===== src/rtl/demux4_router.sv =====
// demux4_router: 1-to-4 valid/ready demultiplexer with a DEPTH-entry FIFO per output channel.
// Latency 1 clk from input accept to out_valid; in_ready = !full[in_sel] (head-of-line on a full target).
// Optional DEMUX4_STATS_EN adds saturating 16-bit per-channel pop counters stat_cnt0..3.
module demux4_router #(
  parameter int DATA_W = 8,
  parameter int DEPTH  = 2
) (
  input  logic              clk,
  input  logic              rst_n,
  input  logic              in_valid,
  output logic              in_ready,
  input  logic [1:0]        in_sel,
  input  logic [DATA_W-1:0] in_data,
  output logic [3:0]        out_valid,
  input  logic [3:0]        out_ready,
  output logic [DATA_W-1:0] out_data0,
  output logic [DATA_W-1:0] out_data1,
  output logic [DATA_W-1:0] out_data2,
`ifdef DEMUX4_STATS_EN
  output logic [DATA_W-1:0] out_data3,
  output logic [15:0]       stat_cnt0,
  output logic [15:0]       stat_cnt1,
  output logic [15:0]       stat_cnt2,
  output logic [15:0]       stat_cnt3
`else
  output logic [DATA_W-1:0] out_data3
`endif
);

  localparam int PTR_W = (DEPTH > 1) ? $clog2(DEPTH) : 1;
  localparam int CNT_W = $clog2(DEPTH + 1);

  typedef logic [PTR_W-1:0]  ptr_t;
  typedef logic [CNT_W-1:0]  cnt_t;
  typedef logic [DATA_W-1:0] dat_t;

  ptr_t wr_ptr_q [4];
  ptr_t wr_ptr_d [4];
  ptr_t rd_ptr_q [4];
  ptr_t rd_ptr_d [4];
  cnt_t cnt_q    [4];
  cnt_t cnt_d    [4];
  dat_t mem_q    [4][DEPTH];
  dat_t mem_d    [4][DEPTH];
  dat_t head     [4];

  logic [3:0] full;
  logic [3:0] push;
  logic [3:0] pop;

  // Handshake decode: everything here comes from registered state plus in_sel.
  always_comb begin
    full      = '0;
    out_valid = '0;
    for (int i = 0; i < 4; i++) begin
      full[i]      = (cnt_q[i] == cnt_t'(DEPTH));
      out_valid[i] = (cnt_q[i] != '0);
    end
    in_ready = !full[in_sel];
    push     = '0;
    if (in_valid && in_ready) begin
      push[in_sel] = 1'b1;
    end
    pop = out_valid & out_ready;
  end

  always_comb begin
    mem_d = mem_q;
    for (int i = 0; i < 4; i++) begin
      wr_ptr_d[i] = wr_ptr_q[i];
      rd_ptr_d[i] = rd_ptr_q[i];
      cnt_d[i]    = cnt_q[i];
      if (push[i]) begin
        mem_d[i][wr_ptr_q[i]] = in_data;
        wr_ptr_d[i]           = wr_ptr_q[i] + 1'b1;
      end
      if (pop[i]) begin
        rd_ptr_d[i] = rd_ptr_q[i] + 1'b1;
      end
      // Simultaneous push and pop leaves the occupancy unchanged.
      case ({push[i], pop[i]})
        2'b10:   cnt_d[i] = cnt_q[i] + 1'b1;
        2'b01:   cnt_d[i] = cnt_q[i] - 1'b1;
        default: cnt_d[i] = cnt_q[i];
      endcase
    end
  end

  always_ff @(posedge clk or negedge rst_n) begin
    if (!rst_n) begin
      for (int i = 0; i < 4; i++) begin
        wr_ptr_q[i] <= '0;
        rd_ptr_q[i] <= '0;
        cnt_q[i]    <= '0;
        for (int j = 0; j < DEPTH; j++) begin
          mem_q[i][j] <= '0;
        end
      end
    end else begin
      wr_ptr_q <= wr_ptr_d;
      rd_ptr_q <= rd_ptr_d;
      cnt_q    <= cnt_d;
      mem_q    <= mem_d;
    end
  end

  always_comb begin
    for (int i = 0; i < 4; i++) begin
      head[i] = out_valid[i] ? mem_q[i][rd_ptr_q[i]] : '0;
    end
  end

  assign out_data0 = head[0];
  assign out_data1 = head[1];
  assign out_data2 = head[2];
  assign out_data3 = head[3];

`ifdef DEMUX4_STATS_EN
  logic [15:0] stat_q [4];
  logic [15:0] stat_d [4];

  always_comb begin
    for (int i = 0; i < 4; i++) begin
      stat_d[i] = stat_q[i];
      if (pop[i] && (stat_q[i] != 16'hFFFF)) begin
        stat_d[i] = stat_q[i] + 16'd1;
      end
    end
  end

  always_ff @(posedge clk or negedge rst_n) begin
    if (!rst_n) begin
      for (int i = 0; i < 4; i++) begin
        stat_q[i] <= '0;
      end
    end else begin
      stat_q <= stat_d;
    end
  end

  assign stat_cnt0 = stat_q[0];
  assign stat_cnt1 = stat_q[1];
  assign stat_cnt2 = stat_q[2];
  assign stat_cnt3 = stat_q[3];
`endif

`ifndef SYNTHESIS
  a_in_known: assert property (@(posedge clk) disable iff (!rst_n)
    in_valid |-> !$isunknown({in_sel, in_data}));

  a_in_hold: assert property (@(posedge clk) disable iff (!rst_n)
    (in_valid && !in_ready) |=> in_valid);

  for (genvar g = 0; g < 4; g++) begin : g_pop_chk
    a_no_empty_pop: assert property (@(posedge clk) disable iff (!rst_n)
      pop[g] |-> (cnt_q[g] != '0));
  end
`endif

endmodule


===== config.mk =====
export PLATFORM = sky130hd
export DESIGN_NAME = demux4_router
export DESIGN_NICKNAME = d
export VERILOG_FILES = /design/src/rtl/demux4_router.sv
export SDC_FILE = /design/constraint.sdc
export NUM_CORES = 1
export LEC_CHECK = 0
export ABC_AREA = 1
export CAP_MARGIN = 40
export CORE_AREA = 4 4 113 115
export CTS_BUF_LIST = sky130_fd_sc_hd__clkbuf_4 sky130_fd_sc_hd__clkbuf_8 sky130_fd_sc_hd__clkbuf_16
export DETAILED_ROUTE_END_ITERATION = 6
export DIE_AREA = 0 0 117 119
export GPL_TIMING_DRIVEN = 0
export PLACE_DENSITY_LB_ADDON = 0.3
export SLEW_MARGIN = 20
export SYNTH_ARGS = -nofsm -noshare
export SYNTH_HDL_FRONTEND = slang
export SYNTH_SLANG_ARGS = --single-unit

===== constraint.sdc =====
create_clock -name clk -period 4.1 [get_ports clk]
set_clock_uncertainty 0.15 [all_clocks]
set_input_delay 0.82 -clock clk [delete_from_list [all_inputs] [get_ports clk]]
set_output_delay 0.82 -clock clk [all_outputs]
set_load 0.02 [all_outputs]

# Word-level counts from Yosys, hierarchy flattened
# Index checks and enable logic that the tools add are counted.
word_totals:
  reg_bits: 80
  wordCells: 123
op_classes:
  addsub: 16
  order_cmp: 14
  eq_ne: 12
  n_mux: 37
  bitwise: 9
  n_reduce_logical: 15
ops:
  columns: ["operator", "n"]
  rows:
  - ["8-bit 2-to-1 mux", 20]
  - ["16-bit bitwise mux", 4]
  - ["8-bit demux with 1-bit select", 4]
  - ["2-bit equality test, second input constant", 8]
  - ["2-bit >= comparator, second input constant", 8]
  - ["1-bit inverter with 2-bit output", 8]
  - ["2-bit one-hot mux with 2 select lines", 4]
  - ["2-bit nonzero test", 8]
  - ["1-bit adder, second input constant", 8]
  - ["2-bit by 1-bit adder with 2-bit output, second input constant", 4]
  - ["2-bit by 1-bit equality test with 1-bit output, second input constant", 4]
  - ["2-bit by 1-bit less-than comparator with 1-bit output, second input constant", 4]
  - ["2-bit by 1-bit subtractor with 2-bit output, second input constant", 4]
  - ["1-bit logical AND", 6]
  - ["4-bit AND", 1]
  - ["4-bit 2-to-1 mux", 1]
  - ["2-bit by 3-bit less-than comparator with 1-bit output, second input constant", 1]
  - ["1-bit binary-select mux with 2-bit select", 1]
  - ["1-bit demux with 2-bit select", 1]
  - ["2-bit by 1-bit >= comparator with 1-bit output, second input constant", 1]
  - ["1-bit 2-to-1 mux", 2]
  - ["1-bit logical NOT", 1]

# Depth between registers and ports, before layout
logic_depth:
  word_depth: 8
  depth_mapped: 12
  depth_no_buf: 12

# Least setup slack after synthesis
# No wires, ideal clock.
synth_timing:
  path_kind: "input-to-reg"
  from: "in in_sel[0]"
  to: "reg cnt_q[3] (netlist bit)"
  setup_time_ps: 131
  t_arrival_ps: 2154
  setup_slack_ps: 1665
  path_stages: 12
  path_buffers: 0
  cell_sequence: "inv_2 nor2_1 nand2_1 nand2_1 inv_1 nand3_1 nor2_2 inv_1 ha_1 a21oi_1 o21ai_0 xor2_1"
synth_via:
  elab_chain_cells: 7
  word_cells_on_any_way: 14
  cone_classes: "order compare: 2; eq/ne: 2; mux: 6; reduce/logical: 4"
synth_lines:
  columns: ["element", "line", "source"]
  rows:
  - ["start: declaration", "12", "input logic [1:0] in_sel,"]
  - ["2-bit by 3-bit less-than comparator with 1-bit output (not written as such) (tied with other cells)", "62", "push[in_sel] = 1'b1;"]
  - ["1-bit logical AND (not written as such) or 1-bit 2-to-1 mux (tied branches)", "62, 59", null]
  - ["1-bit 2-to-1 mux (not written as such) or 1-bit logical NOT (tied branches)", "62, 59", null]
  - ["1-bit demux with 2-bit select or 1-bit logical AND (tied branches)", "62, 61", null]
  - ["4-bit 2-to-1 mux (*)", "61", "if (in_valid && in_ready) begin"]
  - ["2-bit by 1-bit equality test with 1-bit output or 2-bit equality test (tied branches)", "81", "case ({push[i], pop[i]})"]
  - ["2-bit one-hot mux with 2 select lines or 2-bit nonzero test (tied branches)", null, null]
  - ["end signal: assignment", "102", "cnt_q <= cnt_d;"]
  - ["end: declaration", "41", "cnt_t cnt_q [4];"]
# Every way passes the cells marked *; elsewhere a longest branch is shown, timed or not. The select of a mux whose other input is x is not followed.
# A chain may end at the register's enable or synchronous reset.

# Final worst setup path
layout_timing:
  from: "in in_sel[0]"
  to: "out in_ready"
layout_via:
  elab_chain_cells: 3
layout_lines:
  columns: ["element", "line", "source"]
  rows:
  - ["1-bit binary-select mux with 2-bit select", "59", "in_ready = !full[in_sel];"]
  - ["1-bit 2-to-1 mux (not written as such)", "59", null]
  - ["1-bit logical NOT", "59", null]
  - ["end: declaration", "11", "output logic in_ready,"]
# Every way passes these cells. The select of a mux whose other input is x is not followed.

==> metrics <==
Slew @ Worst Pin 0.766 ns; most common cell in the synthesized netlist nand2_1; Placer Congestion 0.772; post-synth top area share 52.5%; post-DR vias/cell 4.63; Sw Ratio 40.4%; I/O pins 54; area added between synthesis and finish 25.1%; Worst setup SP type input port; Clock Path Buffers 2; Worst slew margin 48.8%; synth warn 0; # Post-CTS Setup Buffers 0; Peak VDD IR 258 uV; worst skew pair latency 0.33 ns; Mapped Nets 518; Total Wirelength 9940 um; Die X-Extent 117 um; post-synthesis cell count 497; Sink Count 80; ys flop type dfrtp_1; post-route minimum period 3.60 ns; register share of total power 34.2%; Final Cycle Share 87.7%; GR peak layer met2; post-route design area 4770 um^2; hold crit path type input port to asynchronous set/reset pin; initial antenna violation count 0; outcome finished, final reports clean; met2 global-route usage 25.0%; first-pass GRT wire length 16900 um; CTS Buf Count 9; Area contributors post-synth dfrtp_1 (52%), nand2_1 (24%), a21oi_1 (4.7%); hold_buf cts 0; syn avg cell area 7.67 um^2; routed via count 3266; DIE HEIGHT 119 um; worst endpoint required time 3.13 ns; Post-synth top cells nand2_1 (245), dfrtp_1 (80), a21oi_1 (36), nand3_1 (36), inv_1 (29); Post-synth EDFFs 0; largest net degree at the start of global routing 49; Remaining Overflow, GRT 0; setup_tns 0 ns; Starting Density 32.3%; share of cells above drive strength 1 5.38%; Worst setup EP type output port; die area 13900 um^2; Leakage 0.00239 uW; library cells used by synthesis 22; ant diodes 0; Worst Path Max Fanout 5; root buf cell clkbuf_16; Layout Nets 574; async set-or-reset flop fraction in the synthesized netlist 100%; Post-DP Area 4460 um^2; FF-to-FF path depth 12; All-Layer GR Usage 15.6%; Core Box Area 11800 um^2; post-CTS sizing 0; Finish-stage setup viols 0; met3 usage 2.90%; Netlist Area Pre-Place 3810 um^2; DRT Pass-1 Iters 4; Synth Register Bits 80; clock share of power 19.9%; Worst Path Arrival 2.63 ns; WL per Instance 14.1 um; RSZ-0062 raised after global routing false; Internal 2460 uW; sequential fraction of the synthesis area 52.5%; Slew Limit Fails 0; max cap viols 0; Final Hold Viols 0; switching power 1670 uW; Site Rows 40; Crit Path Category input port to output port; dpl hpwl 6840 um; worst setup margin 0.503 ns; P per Cell Area 865 nW/um^2; GR Layer Usage met1 20.7%; clock-pin slew on the worst setup and hold paths 0.06 ns; H-tree depth 3; Logic pwr share 45.9%; worst slack at placement 0.503 ns; FMAX 278 MHz; Post-route DRC 0; vias in the first global route 3388; number of port buffers 44; CTS tree built; Iter 0 DRT Violations 200; cell taking the most area after synthesis dfrtp_1; Routed Antenna Nets 0
cell type report:
class | instances | area [um^2]
Buffer | 17 | 77.6
Clock buffer | 12 | 254
Clock inverter | 4 | 53.8
Fill cell | 1230 | 7040
Inverter | 33 | 124
Multi-Input combinational cell | 367 | 1610
Sequential cell | 80 | 2000
Tap cell | 147 | 184
Timing Repair Buffer | 45 | 465
registers in the layout, indices dropped and copies added (netlist names):
| signal | cells |
|---|---|
| cnt_q | 8 |
| mem_q | 64 |
| rd_ptr_q | 4 |
| wr_ptr_q | 4 |
power groups by stage:
stage	clock network, uW	registers (uW)	logic [uW]
2_1_floorplan	0	1360	1190
6_report	821	1410	1890
5_1_grt	884	1460	2120
3_3_place_gp	0	1400	1880
3_5_place_dp	0	1410	1910
4_1_cts	838	1410	1920
logic make-up (layout without fill, tap and decap cells):
kind of cell | count (synthesis) | after routing | synth area share (%)
adders and majority gates | 4 | 4 | 1.31
and+or+nand+nor | 311 | 311 | 32.9
DFF | 80 | 80 | 52.5
buffers and inverters | 50 | 111 | 5.28
xor gates and xnor gates | 12 | 12 | 2.76
AOI/OAI and AO/OA | 40 | 40 | 5.25
layout by cell type, fill, tap and decap left out, types with 4 or more instances in the layout:
cell,count
nand3_1,36
nand2_1,245
ha_1,4
o21ai_0,4
clkbuf_1,12
clkdlybuf4s50_1,43
nand4_1,4
clkbuf_16,9
dfrtp_1,80
xnor2_1,5
a21oi_1,36
xor2_1,7
nor2_1,20
inv_1,29
per-layer routing:
layer	share of wire, %	routed length, um	vias to the layer above
met1	44	4410	1530
met2	49	4850	65
met5	0	0	-
met3	4.9	492	11
met4	1.9	191	0
li1	-	-	1660
final timing paths:
kind | from | endpoint | slack, ns
setup / recovery | in_sel[0] | in_ready | 0.50
hold / removal | rst_n | mem_q[25] | 0.29
setup reg to reg | cnt_q[7] | cnt_q[1] | 1.83
hold reg to reg | mem_q[32] | mem_q[32] | 0.32
max in group asynchronous | rst_n | mem_q[6] | 2.92
min in group clk | mem_q[32] | mem_q[32] | 0.32
critical path: stages:
cell and delay (ns):
clkdlybuf4s50_1 0.60, inv_2 0.09, nand2_2 0.10, inv_2 0.06, nand2_1 0.05, nand2_1 0.08, nor2_4 0.18, clkdlybuf4s50_1 0.64
metrics by stage:
stage / util [%] / power [uW] / hold WS (ns) / instances
floorplan: - / 2550 / 0.292 / 497
global placement: 37.6 / 3280 / 0.305 / 688
detailed placement: 37.8 / 3330 / 0.309 / 689
CTS: 40.4 / 4170 / 0.297 / 705
global route: 40.4 / 4460 / 0.309 / 705
finish: 40.4 / 4130 / 0.290 / 705
Power figures use the tool's default switching activity.
